--- src/rtl/skip_ctrl.sv ---
// skip_ctrl: annuls the instruction that follows a live skip in execute.
// Waits across bubbles and stalls, yields to taken jumps.
module skip_ctrl #(
   parameter int CNT_W = 8
) (
   input  logic             clk,
   input  logic             rst_n,
   input  logic             stall,
   input  logic             dec_valid,
   input  logic             ex_valid,
   input  logic             skip_req,
   input  logic             jump_req,
   input  logic             cnt_clr,
   output logic             ex_annul,
   output logic             skip_pending,
   output logic             skip_taken,
   output logic [CNT_W-1:0] annul_cnt
);

   typedef enum logic {
      IDLE  = 1'b0,
      ARMED = 1'b1
   } state_t;

   state_t state;
   state_t state_nxt;

   logic adv;
   logic ex_live;
   logic eff_jump;
   logic eff_skip;
   logic annul_nxt;

   // qualify requests: an annulled instruction neither skips nor jumps
   always_comb begin
      adv      = !stall;
      ex_live  = ex_valid && !ex_annul;
      eff_jump = ex_live && jump_req;
      eff_skip = ex_live && skip_req && !jump_req;
   end

   // state register
   always_ff @(posedge clk or negedge rst_n) begin
      if (!rst_n) begin
         state <= IDLE;
      end else begin
         state <= state_nxt;
      end
   end

   // next-state: arm when the skip finds no victim in decode
   always_comb begin
      state_nxt = state;
      unique case (state)
         IDLE: begin
            if (eff_skip && adv && !dec_valid)
               state_nxt = ARMED;
         end
         ARMED: begin
            if (adv && eff_jump)
               state_nxt = IDLE;
            else if (adv && dec_valid)
               state_nxt = IDLE;
         end
         default: state_nxt = IDLE;
      endcase
   end

   // outputs and next annul value
   always_comb begin
      skip_pending = (state == ARMED);
      skip_taken   = eff_skip && adv;
      annul_nxt    = dec_valid && !eff_jump
                   && (eff_skip || (state == ARMED));
   end

   // annul flag follows its victim through stalls
   always_ff @(posedge clk or negedge rst_n) begin
      if (!rst_n) begin
         ex_annul <= 1'b0;
      end else if (adv) begin
         ex_annul <= annul_nxt;
      end
   end

   // count annulled instructions; clear wins over increment
   always_ff @(posedge clk or negedge rst_n) begin
      if (!rst_n) begin
         annul_cnt <= '0;
      end else if (cnt_clr) begin
         annul_cnt <= '0;
      end else if (adv && annul_nxt) begin
         annul_cnt <= annul_cnt + CNT_W'(1);
      end
   end

endmodule

--- config.mk ---
export PLATFORM = sky130hd
export DESIGN_NAME = skip_ctrl
export DESIGN_NICKNAME = d
export VERILOG_FILES = /design/src/rtl/skip_ctrl.sv
export SDC_FILE = /design/constraint.sdc
export NUM_CORES = 1
export LEC_CHECK = 0
export BUFFER_PORTS_ARGS = -buffer_cell sky130_fd_sc_hd__buf_2
export CAP_MARGIN = 0
export CELL_PAD_IN_SITES_DETAIL_PLACEMENT = 2
export CELL_PAD_IN_SITES_GLOBAL_PLACEMENT = 2
export CORE_AREA = 8 8 51 53
export CTS_BUF_LIST = sky130_fd_sc_hd__clkbuf_8
export CTS_CLUSTER_DIAMETER = 200
export DETAILED_ROUTE_END_ITERATION = 8
export DIE_AREA = 0 0 59 61
export GPL_TIMING_DRIVEN = 0
export HOLD_SLACK_MARGIN = 0.03
export PLACE_DENSITY = 0.87
export SETUP_SLACK_MARGIN = 0.02
export SYNTH_ARGS = -nofsm -noshare
export SYNTH_HDL_FRONTEND = slang
export SYNTH_SLANG_ARGS = --single-unit
--- constraint.sdc ---
create_clock -name clk -period 3.1 [get_ports clk]
set_input_delay 0.31 -clock clk [delete_from_list [all_inputs] [get_ports clk]]
set_output_delay 0.31 -clock clk [all_outputs]
set_load 0.005 [all_outputs]
; After elaboration in Yosys (flattened, before gate mapping)
; Index checks and enable logic that the tools add are counted.
[word_totals]
reg_bits = 10
in_bits = 8
out_inout_bits = 11
[op_classes]
add_sub_neg = 1
mux = 6
bitwise = 1
reduce_logical = 18
[op_table]
columns = cell, count
row1 = 2-to-1 mux 8 bit, 2
row2 = logical AND 1 bit, 11
row3 = adder 8 x 1 -> 8 bit (second input constant), 1
row4 = logical NOT 1 bit, 5
row5 = 2-to-1 mux 1 bit, 3
row6 = one-hot mux 1 bit (2 select lines), 1
row7 = nonzero test 2 bit, 1
row8 = logical OR 1 bit, 1
row9 = inverter 1 bit, 1

; Longest topological paths before layout
[depth]
word_depth = 9
mapped_depth = 4

; Worst setup path after synthesis
; Ideal clock, no wire load.
[synth_path]
path_kind = register to register
start = register ex_annul
end = register annul_cnt[7]
setup_ns = 0.078
arrival_time_ns = 1.456
t_required_ns = 3.022
setup_slack_ns = 1.567
stages_incl_launch_ff = 5
n_path_buf = 0
synth_period_minus_slack_ns = 1.533
cell_sequence = dfrtp_1 and4bb_1 o2111ai_2 or4_1 a21oi_1
[synth_via]
elab_chain_cells = 8
[synth_lines]
columns = element, line_no
row1 = from (decl), 14  ; output logic ex_annul,
row2 = from (signal assigned), 82  ; ex_annul <= annul_nxt;
row3 = logical NOT 1 bit *, 37  ; ex_live = ex_valid && !ex_annul;
row4 = logical AND 1 bit *, 37
row5 = logical AND 1 bit (on tied branches), "38, 39"
row6 = logical NOT 1 bit / logical AND 1 bit (equally long branches), "73, 39"
row7 = logical AND 1 bit / logical OR 1 bit (equally long branches), "73, 74"
row8 = logical AND 1 bit *, 74  ; && (eff_skip || (state == ARMED));
row9 = logical AND 1 bit *, 92  ; end else if (adv && annul_nxt) begin
row10 = nonzero test 2 bit (no line) *, --
row11 = to (signal assigned), 93  ; annul_cnt <= annul_cnt + CNT_W'(1);
row12 = to (decl), 17  ; output logic [CNT_W-1:0] annul_cnt
; Mark *: on every way between the ends. The rest lies on a longest branch, timed or not.
; A chain may end at the register's enable or synchronous reset.

; Worst setup path in the final report
; Same ends and word-level chain as after synthesis.

==> flow_summary_export.csv <==
group,metric,value,unit
place,placedInstanceArea,664,µm²
sta,maxSlewViolCount,0,
synth,ys_ff_latch,10,
grt,grt_pass1_vias,607,
synth,ys_seq_area_share,45.9,%
cts,cts_sinks,10,
synth,yosysWarnings,0,
min_path,hold_path_class,"in -> reg",
cts,cts_tree,"yes",
setup_path,crit_path_start_kind,"flip-flop",
sta,maxSlewHeadroom,72.5,%
setup_path,worstPathRequired,3.25,ns
synth,syn_area,546,µm²
cts,ctsRootBufferMaster,"clkbuf_8",
place,io_buffers,17,
power,power_leakage,0.346,nW
power,total_power,0.317,mW
cts,cts_buffer_depth,2,
cells_and_area,syn_to_final_growth,31.2,%
power,power.switching,0.0773,mW
cts,numCtsBuffers,3,
grt,grt_use_total,9.58,%
power,clkPwrFrac,41.8,%
power,combinationalPowerShare,12.3,%
cts,cts_hold_buf,1,
grt,gr-total-overflow,0,
cts,cts_htree_levels,1,
drt,dr.pass1.iters,3,
sta,rsz0062_at_grt,"no",
sta,max_freq,592,MHz
sta,min_period,1.69,ns
drt,route.detailed.drc,0,
cts,post_cts_buffers,0,
cells_and_area,layout-drive-gt1-share,29.5,%
setup_path,crit_path_end_kind,"flip-flop",
synth,synth_nets,66,
floorplan,die_area,3600,µm²
drt,first_iter_violations,7,
sta,tightest_slew,0.411,ns
sta,setup_violations,0,
run,cap_violations,0,
synth,avgSynthCellArea,9.57,µm²
drt,wl_per_cell,14.8,µm
cells_and_area,final_nets,89,
power,seqPwrFrac,45.8,%
power,p_int,0.240,mW
place,post-dp-hpwl,1210,µm
sta,tns,0,ns
place,gp_congestion,0.684,
synth,yosys.cell_types.count,25,
cts,cts-resized-gates,0,
floorplan,start_util,29.6,%
floorplan,rows,16,
grt,grt_first_pass_wirelength,2660,µm
synth,syn_inst,57,
synth,synth_area_leaders,"dfrtp_1, a21oi_1, o21ai_0, nor2_1, or3_1",
synth,synth_enable_flop_cells,0,
cts,insertion_delay,0.23,ns
power,ir_worst_vdd,0.238,mV
outcome,run_status,"finished clean",
drt,viasPerCell,5.02,
drt,finalWirelength,1560,µm
sta,finalClockSkew,0.000383,ns
cells_and_area,antenna_cells,0,
setup_path,arrival,1.84,ns
setup_path,timing_worst_setup_path_type,"reg -> reg",
cells_and_area,utilization,38.9,%
cells_and_area,final_area,716,µm²
synth,synth-main-ff-cell,"dfrtp_1",
synth,synth_top_area_share,45.9,%
drt,via_count,527,
drt,ant_nets,0,
grt,grt_max_degree,11,
sta,hold_viol,0,
floorplan,die_w,59,µm
synth,synth_top_area_cell,"dfrtp_1",
floorplan,placeableCoreArea,1840,µm²
grt,antenna_found_initial,0,
floorplan,die_y,61,µm
sta,post-route-period-util,54.4,%
power,swShare,24.4,%
floorplan,io_pins,19,
cts,clkSlewWorstSetupHoldPaths,0.05,ns
synth,async_flop_share,100,%
setup_path,cp_max_fo,6,
power,p_per_area,443,nW/µm²
## layout by cell type (no fill, tap or decap), types with 2 or more instances in the layout
cell and count:
a21oi_1 5, buf_2 17, clkbuf_8 3, dfrtp_1 10, inv_1 3, nand2_1 4
nand3_1 3, nand3b_1 2, nor2_1 5, o21ai_0 4, o31ai_1 2, or3_1 3
or4_1 2
## cells in the mapped netlist, types with 2 or more instances
| library cell | instances |
|---|---|
| dfrtp_1 | 10 |
| a21oi_1 | 5 |
| nor2_1 | 5 |
| nand2_1 | 4 |
| o21ai_0 | 4 |
| inv_1 | 3 |
| nand3_1 | 3 |
| or3_1 | 3 |
| nand3b_1 | 2 |
| o31ai_1 | 2 |
| or4_1 | 2 |
## sequential cells by signal, summed over array words and instances, names as in the netlist
register / cells
annul_cnt: 8
skip_pending: 1
ex_annul: 1
## critical path: stages, from the launching register on
cell and delay (ns):
dfrtp_1 0.41, and4bb_1 0.32, o2111ai_2 0.19, or4_1 0.51, a21oi_1 0.17
## cells by family (layout without fill, tap and decap cells)
family / Yosys count / after routing / share of synthesized area [%]
flops: 10 / 10 / 45.9
mux: 2 / 2 / 3.90
fa+ha+maj: 1 / 1 / 2.29
compound gates: 15 / 15 / 18.8
buf+inv: 4 / 25 / 2.75
xor+xnor: 1 / 1 / 1.61
simple gates: 24 / 24 / 24.8
## final timing paths
| check | startpoint | end | slack [ns] | cells after the start |
|---|---|---|---|---|
| max in group asynchronous | rst_n | ex_annul$_DFFE_PN0N_ | 2.42 | 2 |
| min in group asynchronous | rst_n | annul_cnt[5]$_DFFE_PN0P_ | 0.48 | 2 |
| min reg2reg | ex_annul$_DFFE_PN0N_ | ex_annul$_DFFE_PN0N_ | 0.56 | 2 |
| max reg2reg | ex_annul$_DFFE_PN0N_ | annul_cnt[7]$_DFFE_PN0P_ | 1.41 | 4 |
| min | dec_valid | skip_pending$_DFF_PN0_ | 0.30 | 2 |
| max | ex_annul$_DFFE_PN0N_ | annul_cnt[7]$_DFFE_PN0P_ | 1.41 | 4 |
## cell type report
cell class | count | area (µm²)
plain buffers | 1 | 3.75
clock buffers | 3 | 41.3
fillers | 228 | 1130
inverters | 3 | 11.3
multi-input cells | 43 | 280
flip-flops and latches | 10 | 250
well taps | 27 | 33.8
repair buffers | 18 | 95.1
## routing by layer
metal,share of wire (%),vias up,global-route usage [%],routed length [µm]
met3,5.7,2,2.97,88
li1,-,252,-,-
met5,0,-,0,0
met4,0.90,0,3.07,14
met1,44,256,10.5,688
met2,49,17,17.1,763
## power groups by stage
stage / Combinational [mW] / Clock [mW] / Sequential [mW]
global placement: 0.0373 / 0 / 0.147
detailed placement: 0.0390 / 0 / 0.148
CTS: 0.0402 / 0.136 / 0.146
finish: 0.0390 / 0.133 / 0.145
floorplan: 0.0192 / 0 / 0.147
global route: 0.0444 / 0.139 / 0.147
## stage by stage
| stage | hold WS [ns] | setup WS (ns) | instances |
|---|---|---|---|
| 5_1_grt | 0.314 | 1.32 | 105 |
| 2_1_floorplan | 0.0144 | 1.57 | 57 |
| 4_1_cts | 0.297 | 1.40 | 105 |
| 3_3_place_gp | 0.188 | 1.43 | 101 |
| 3_5_place_dp | 0.190 | 1.40 | 101 |
| 6_report | 0.296 | 1.41 | 105 |
Power figures use the tool's default switching activity.
